===== src/rtl/ulpb_layer_pwr_seq_if.sv =====
// ulpb_layer_pwr_seq_if: request and per-domain control bundle
// master drives WAKE_REQ/SLEEP_REQ; slave (the sequencer) drives the rest.
interface ulpb_layer_pwr_seq_if #(
    parameter int NUM_DOMAINS = 2,
    parameter int IDX_WIDTH   = 3
);
    logic [NUM_DOMAINS-1:0] WAKE_REQ;
    logic [NUM_DOMAINS-1:0] SLEEP_REQ;
    logic [NUM_DOMAINS-1:0] POWER_ON;
    logic [NUM_DOMAINS-1:0] RELEASE_CLK;
    logic [NUM_DOMAINS-1:0] RELEASE_RST;
    logic [NUM_DOMAINS-1:0] RELEASE_ISO;
    logic [NUM_DOMAINS-1:0] ACTIVE;
    logic                   BUSY;
    logic [IDX_WIDTH-1:0]   CUR_DOMAIN;

    modport master (
        output WAKE_REQ, SLEEP_REQ,
        input  POWER_ON, RELEASE_CLK, RELEASE_RST,
        input  RELEASE_ISO, ACTIVE, BUSY, CUR_DOMAIN
    );

    modport slave (
        input  WAKE_REQ, SLEEP_REQ,
        output POWER_ON, RELEASE_CLK, RELEASE_RST,
        output RELEASE_ISO, ACTIVE, BUSY, CUR_DOMAIN
    );
endinterface


===== src/rtl/ulpb_layer_pwr_seq.sv =====
// ulpb_layer_pwr_seq: always-on sequencer, one domain in transition at a time.
// Ports: CLKIN, RESETn (async low), bus (slave: requests in, holds/status out).
module ulpb_layer_pwr_seq #(
    parameter int NUM_DOMAINS = 2,
    parameter int STEP_CYCLES = 4,
    parameter int CNT_WIDTH   = 4,
    parameter int IDX_WIDTH   = 3
) (
    input logic                  CLKIN,
    input logic                  RESETn,
    ulpb_layer_pwr_seq_if.slave  bus
);
    localparam int N = NUM_DOMAINS;

    typedef enum logic [2:0] {
        IDLE, W_PWR, W_CLK, W_RST, S_ISO, S_RST, S_CLK
    } state_t;

    state_t               state_q, state_d;
    logic [CNT_WIDTH-1:0] tmr_q, tmr_d;
    logic [IDX_WIDTH-1:0] cur_q, cur_d, gnt_idx;
    logic                 busy_q, busy_d;
    logic [N-1:0]         pwr_q, pwr_d;
    logic [N-1:0]         clk_q, clk_d;
    logic [N-1:0]         rst_q, rst_d;
    logic [N-1:0]         iso_q, iso_d;
    logic [N-1:0]         act_q, act_d;
    logic [N-1:0]         pend, gnt, sel;
    logic                 tc;

    // ACTIVE doubles as the stored steady state of each domain.
    assign pend = (~act_q & bus.WAKE_REQ) | (act_q & bus.SLEEP_REQ);
    assign sel  = N'(1) << cur_q;
    assign tc   = (tmr_q == CNT_WIDTH'(STEP_CYCLES - 1));

    // Lowest pending index wins: scan high to low, last hit sticks.
    always_comb begin
        gnt     = '0;
        gnt_idx = '0;
        for (int i = N - 1; i >= 0; i--) begin
            if (pend[i]) begin
                gnt     = '0;
                gnt[i]  = 1'b1;
                gnt_idx = IDX_WIDTH'(i);
            end
        end
    end

    always_comb begin
        state_d = state_q;
        tmr_d   = tmr_q;
        cur_d   = cur_q;
        busy_d  = busy_q;
        pwr_d   = pwr_q;
        clk_d   = clk_q;
        rst_d   = rst_q;
        iso_d   = iso_q;
        act_d   = act_q;
        unique case (state_q)
            IDLE: begin
                if (|pend) begin
                    cur_d  = gnt_idx;
                    busy_d = 1'b1;
                    if (|(act_q & gnt)) begin
                        state_d = S_ISO;
                        iso_d   = iso_q | gnt;
                        act_d   = act_q & ~gnt;
                    end else begin
                        state_d = W_PWR;
                        pwr_d   = pwr_q & ~gnt;
                    end
                end
            end
            W_PWR: if (tc) begin
                state_d = W_CLK;
                clk_d   = clk_q & ~sel;
            end
            W_CLK: if (tc) begin
                state_d = W_RST;
                rst_d   = rst_q & ~sel;
            end
            W_RST: if (tc) begin
                state_d = IDLE;
                iso_d   = iso_q & ~sel;
                act_d   = act_q | sel;
                busy_d  = 1'b0;
                cur_d   = '0;
            end
            S_ISO: if (tc) begin
                state_d = S_RST;
                rst_d   = rst_q | sel;
            end
            S_RST: if (tc) begin
                state_d = S_CLK;
                clk_d   = clk_q | sel;
            end
            S_CLK: if (tc) begin
                state_d = IDLE;
                pwr_d   = pwr_q | sel;
                busy_d  = 1'b0;
                cur_d   = '0;
            end
            default: state_d = IDLE;
        endcase
        // Timer restarts on every state change, runs only mid-sequence.
        if (state_d != state_q)
            tmr_d = '0;
        else if (state_q != IDLE)
            tmr_d = tmr_q + CNT_WIDTH'(1);
    end

    always_ff @(posedge CLKIN or negedge RESETn) begin
        if (!RESETn) begin
            state_q <= IDLE;
            tmr_q   <= '0;
            cur_q   <= '0;
            busy_q  <= 1'b0;
            pwr_q   <= '1;
            clk_q   <= '1;
            rst_q   <= '1;
            iso_q   <= '1;
            act_q   <= '0;
        end else begin
            state_q <= state_d;
            tmr_q   <= tmr_d;
            cur_q   <= cur_d;
            busy_q  <= busy_d;
            pwr_q   <= pwr_d;
            clk_q   <= clk_d;
            rst_q   <= rst_d;
            iso_q   <= iso_d;
            act_q   <= act_d;
        end
    end

    assign bus.POWER_ON    = pwr_q;
    assign bus.RELEASE_CLK = clk_q;
    assign bus.RELEASE_RST = rst_q;
    assign bus.RELEASE_ISO = iso_q;
    assign bus.ACTIVE      = act_q;
    assign bus.BUSY        = busy_q;
    assign bus.CUR_DOMAIN  = cur_q;
endmodule

===== src/flat_wrapper.sv =====
// flat-port wrapper written by rule: the top's interface ports become plain ports
module ulpb_layer_pwr_seq_flat 
#(
    parameter int NUM_DOMAINS = 2,
    parameter int STEP_CYCLES = 4,
    parameter int CNT_WIDTH   = 4,
    parameter int IDX_WIDTH   = 3
)
  (CLKIN, RESETn, bus_WAKE_REQ, bus_SLEEP_REQ, bus_POWER_ON, bus_RELEASE_CLK, bus_RELEASE_RST, bus_RELEASE_ISO, bus_ACTIVE, bus_BUSY, bus_CUR_DOMAIN);
  ulpb_layer_pwr_seq_if #(.NUM_DOMAINS(NUM_DOMAINS), .IDX_WIDTH(IDX_WIDTH)) bus_i ();
  input logic CLKIN;
  input logic RESETn;
  input wire logic [$bits(bus_i.WAKE_REQ)-1:0] bus_WAKE_REQ;
  input wire logic [$bits(bus_i.SLEEP_REQ)-1:0] bus_SLEEP_REQ;
  output wire logic [$bits(bus_i.POWER_ON)-1:0] bus_POWER_ON;
  output wire logic [$bits(bus_i.RELEASE_CLK)-1:0] bus_RELEASE_CLK;
  output wire logic [$bits(bus_i.RELEASE_RST)-1:0] bus_RELEASE_RST;
  output wire logic [$bits(bus_i.RELEASE_ISO)-1:0] bus_RELEASE_ISO;
  output wire logic [$bits(bus_i.ACTIVE)-1:0] bus_ACTIVE;
  output wire logic [$bits(bus_i.BUSY)-1:0] bus_BUSY;
  output wire logic [$bits(bus_i.CUR_DOMAIN)-1:0] bus_CUR_DOMAIN;
  assign bus_i.WAKE_REQ = bus_WAKE_REQ;
  assign bus_i.SLEEP_REQ = bus_SLEEP_REQ;
  assign bus_POWER_ON = bus_i.POWER_ON;
  assign bus_RELEASE_CLK = bus_i.RELEASE_CLK;
  assign bus_RELEASE_RST = bus_i.RELEASE_RST;
  assign bus_RELEASE_ISO = bus_i.RELEASE_ISO;
  assign bus_ACTIVE = bus_i.ACTIVE;
  assign bus_BUSY = bus_i.BUSY;
  assign bus_CUR_DOMAIN = bus_i.CUR_DOMAIN;
  ulpb_layer_pwr_seq #(.NUM_DOMAINS(NUM_DOMAINS), .STEP_CYCLES(STEP_CYCLES), .CNT_WIDTH(CNT_WIDTH), .IDX_WIDTH(IDX_WIDTH)) u_core (.CLKIN(CLKIN), .RESETn(RESETn), .bus(bus_i));
endmodule

===== config.mk =====
export PLATFORM = sky130hd
export DESIGN_NAME = ulpb_layer_pwr_seq_flat
export DESIGN_NICKNAME = d
export VERILOG_FILES = /design/src/rtl/ulpb_layer_pwr_seq_if.sv /design/src/rtl/ulpb_layer_pwr_seq.sv /design/src/flat_wrapper.sv
export SDC_FILE = /design/constraint.sdc
export NUM_CORES = 1
export LEC_CHECK = 0
export BUFFER_PORTS_ARGS = -buffer_cell sky130_fd_sc_hd__clkbuf_2
export CAP_MARGIN = 0
export CELL_PAD_IN_SITES_DETAIL_PLACEMENT = 0
export CELL_PAD_IN_SITES_GLOBAL_PLACEMENT = 1
export CORE_UTILIZATION = 37
export CTS_CLUSTER_DIAMETER = 120
export DETAILED_ROUTE_END_ITERATION = 16
export GPL_TIMING_DRIVEN = 0
export PLACE_DENSITY_LB_ADDON = 0.1
export SLEW_MARGIN = 20
export SYNTH_ARGS = -nofsm -noshare
export SYNTH_HDL_FRONTEND = slang
export SYNTH_SLANG_ARGS = --single-unit

===== constraint.sdc =====
create_clock -name CLKIN -period 1.7 [get_ports CLKIN]
set_input_delay 0.34 -clock CLKIN [delete_from_list [all_inputs] [get_ports CLKIN]]
set_output_delay 0.34 -clock CLKIN [all_outputs]
set_load 0.01 [all_outputs]

==> metrics.txt <==
Routed Antenna Nets 0; Final Cycle Share 0.945; maximum fanout along the worst path 5; worst path required time 1.94 ns; fraction of the yosys area taken by sequential cells 0.452; fraction of layout instances using a drive strength above 1 0.348; max-slew violation count 0; max_cap viols 0; worst setup margin 0.0930 ns; drt pass-1 iters 4; syn avg cell area 9.60 um^2; Iteration-0 DRC Markers 20; antenna violations before repair 0; crit path launch type register; fmax 622 MHz; clock buffer depth 2; die span in y 55.9 um; first-pass GRT wire length 3980 um; Crit Path Class reg2reg; area of the mapped netlist 1070 um^2; Avg WL per Cell 14.0 um; Core Area 2760 um^2; RSZ-0062 raised after global routing no; I/O Buffers 17; worst hold path type in2reg; root buf cell clkbuf_4; number of synthesized flops with an enable pin 0; Clk Latency, worst-skew pair 0.29 ns; pre-CTS setup slack -0.129 ns; run status finished, final reports clean; CTS tree yes; Layout area overhead 20.4%; die area 3120 um^2; n_diodes 0; die width 55.9 um; Total GRT Usage 0.163; Max VDD drop 0.000931 V; total global routing overflow 0; Pleak 0.552 nW; skew final 0.00698 ns; yosys warns 0; largest net degree at the start of global routing 20; gpl congestion 0.785; # DRC 0; FF+latch count, synth 19; Layout Nets 146; clock sinks 19; Pwr Density 1720 nW/um^2; critical path arrival 1.84 ns; Ports 20; WL final 2370 um; register area 485 um^2; clock-pin slew of the registers on the worst-case setup and hold paths 0.12 ns; vias 900; FP Rows 19; Synth cell types 41; # setup viols final 0; TritonCTS Buffers 3; Multi-input gate area 561 um^2; Post-synth ARST share 1.00; DR vias/cell 5.33; gate count of the mapped netlist 112; H-tree Lvls 1; total power 2.23 mW; total negative slack 0 ns; Tmin final 1.61 ns; # fillers 290; crit path capture type register; HPWL Detailed 1630 um; Fin. Hold Viols 0; vias in the first global route 830; Initial Util 0.390; Top FF cell, synth dfrtp_1
-- logic make-up after synthesis --
kind of cell             count (synthesis)  share of synthesized area
AO/OA/AOI/OAI                           36                      0.205
adder cells (fa/ha/maj)                  1                     0.0116
flip-flops                              19                      0.452
buffers and inverters                   11                     0.0605
multiplexers                             4                     0.0419
other                                    1                    0.00349
AND/OR/NAND/NOR                         40                      0.226
-- cell usage in the layout, fill, tap and decap left out, drive strengths merged, types with 2 or more instances in the layout --
cell,count
a31oi,3
nand2b,2
a21oi,14
nand3,3
nand2,10
nor2,9
dfrtp,11
conb,2
mux2,4
nor3,6
nor2b,2
buf,8
o211ai,3
nor3b,2
a22oi,2
dfstp,8
o21ai,7
inv,4
clkbuf,23
-- stage by stage --
stage | area (um^2) | hold WS (ns) | cells | utilization
floorplan | 1080 | 0.0444 | 113 | -
global placement | 1200 | 0.322 | 161 | 0.436
detailed placement | 1200 | 0.330 | 161 | 0.436
CTS | 1260 | 0.326 | 168 | 0.458
global route | 1290 | 0.337 | 169 | 0.469
finish | 1290 | 0.343 | 169 | 0.469
-- per-layer routing --
layer	vias to the layer above	track usage	wire [um]	share of wire
li1	453	-	-	-
met1	433	0.231	1190	0.50
met2	12	0.251	1110	0.47
met3	2	0.0209	53	0.022
met4	0	0.0732	18	0.0076
met5	-	0	0	0
-- power breakdown --
group,total (mW),internal [mW],switching (mW),leakage [nW]
Sequential,0.859,0.679,0.180,0.215
Clock,0.233,0.0912,0.142,0.0150
Combinational,1.14,0.490,0.646,0.322
-- layout make-up --
cell class / instances / area share
flip-flops and latches: 19 / 0.375
well taps: 31 / 0.0300
multi-input cells: 83 / 0.433
inverters: 4 / 0.0116
plain buffers: 7 / 0.0387
repair buffers: 21 / 0.0909
clock buffers: 4 / 0.0203
-- synth_stat cells (3+ instances only) --
master	number	area, um^2
nand2_1	9	33.8
a21oi_1	14	70.1
inv_1	4	15.0
nor3_2	3	30.0
dfrtp_1	11	275
a31oi_1	3	18.8
nand3_1	3	15.0
o211ai_1	3	22.5
dfstp_2	8	210
o21ai_1	6	30.0
nor2_1	9	33.8
-- worst max-delay path, cell delays in order, from the launching register on --
cell     delay, ns
dfrtp_1       0.44
ha_4          0.18
nor3b_4       0.26
nand2_2       0.14
nor3b_2       0.21
mux2_1        0.33
-- path summary, 6_finish.rpt --
path	from	end	slack [ns]	depth (start not counted)
max in group asynchronous	RESETn	u_core.bus.RELEASE_ISO[1]	0.81	2
min in group asynchronous	RESETn	u_core.state_q[2]	0.53	2
max	u_core.tmr_q[0]	register	0.09	5
min	bus_SLEEP_REQ[0]	u_core.bus.ACTIVE[0]	0.34	4
min reg2reg	u_core.bus.POWER_ON[0]	u_core.bus.POWER_ON[0]	0.49	2
max reg2reg	u_core.tmr_q[0]	register	0.09	5
-- timing repair --
| item | CTS | global route |
|---|---|---|
| cloned | 0 | 0 |
| resized for setup | 2 | 4 |
| endpoints found under the setup margin | 6 | 9 |
| pin swaps | 0 | 2 |
| hold endpoints to repair | 11 | 0 |
| hold buffers | 1 | 0 |
| buffers inserted | 2 | 1 |
(Power assumes the default switching activity.)
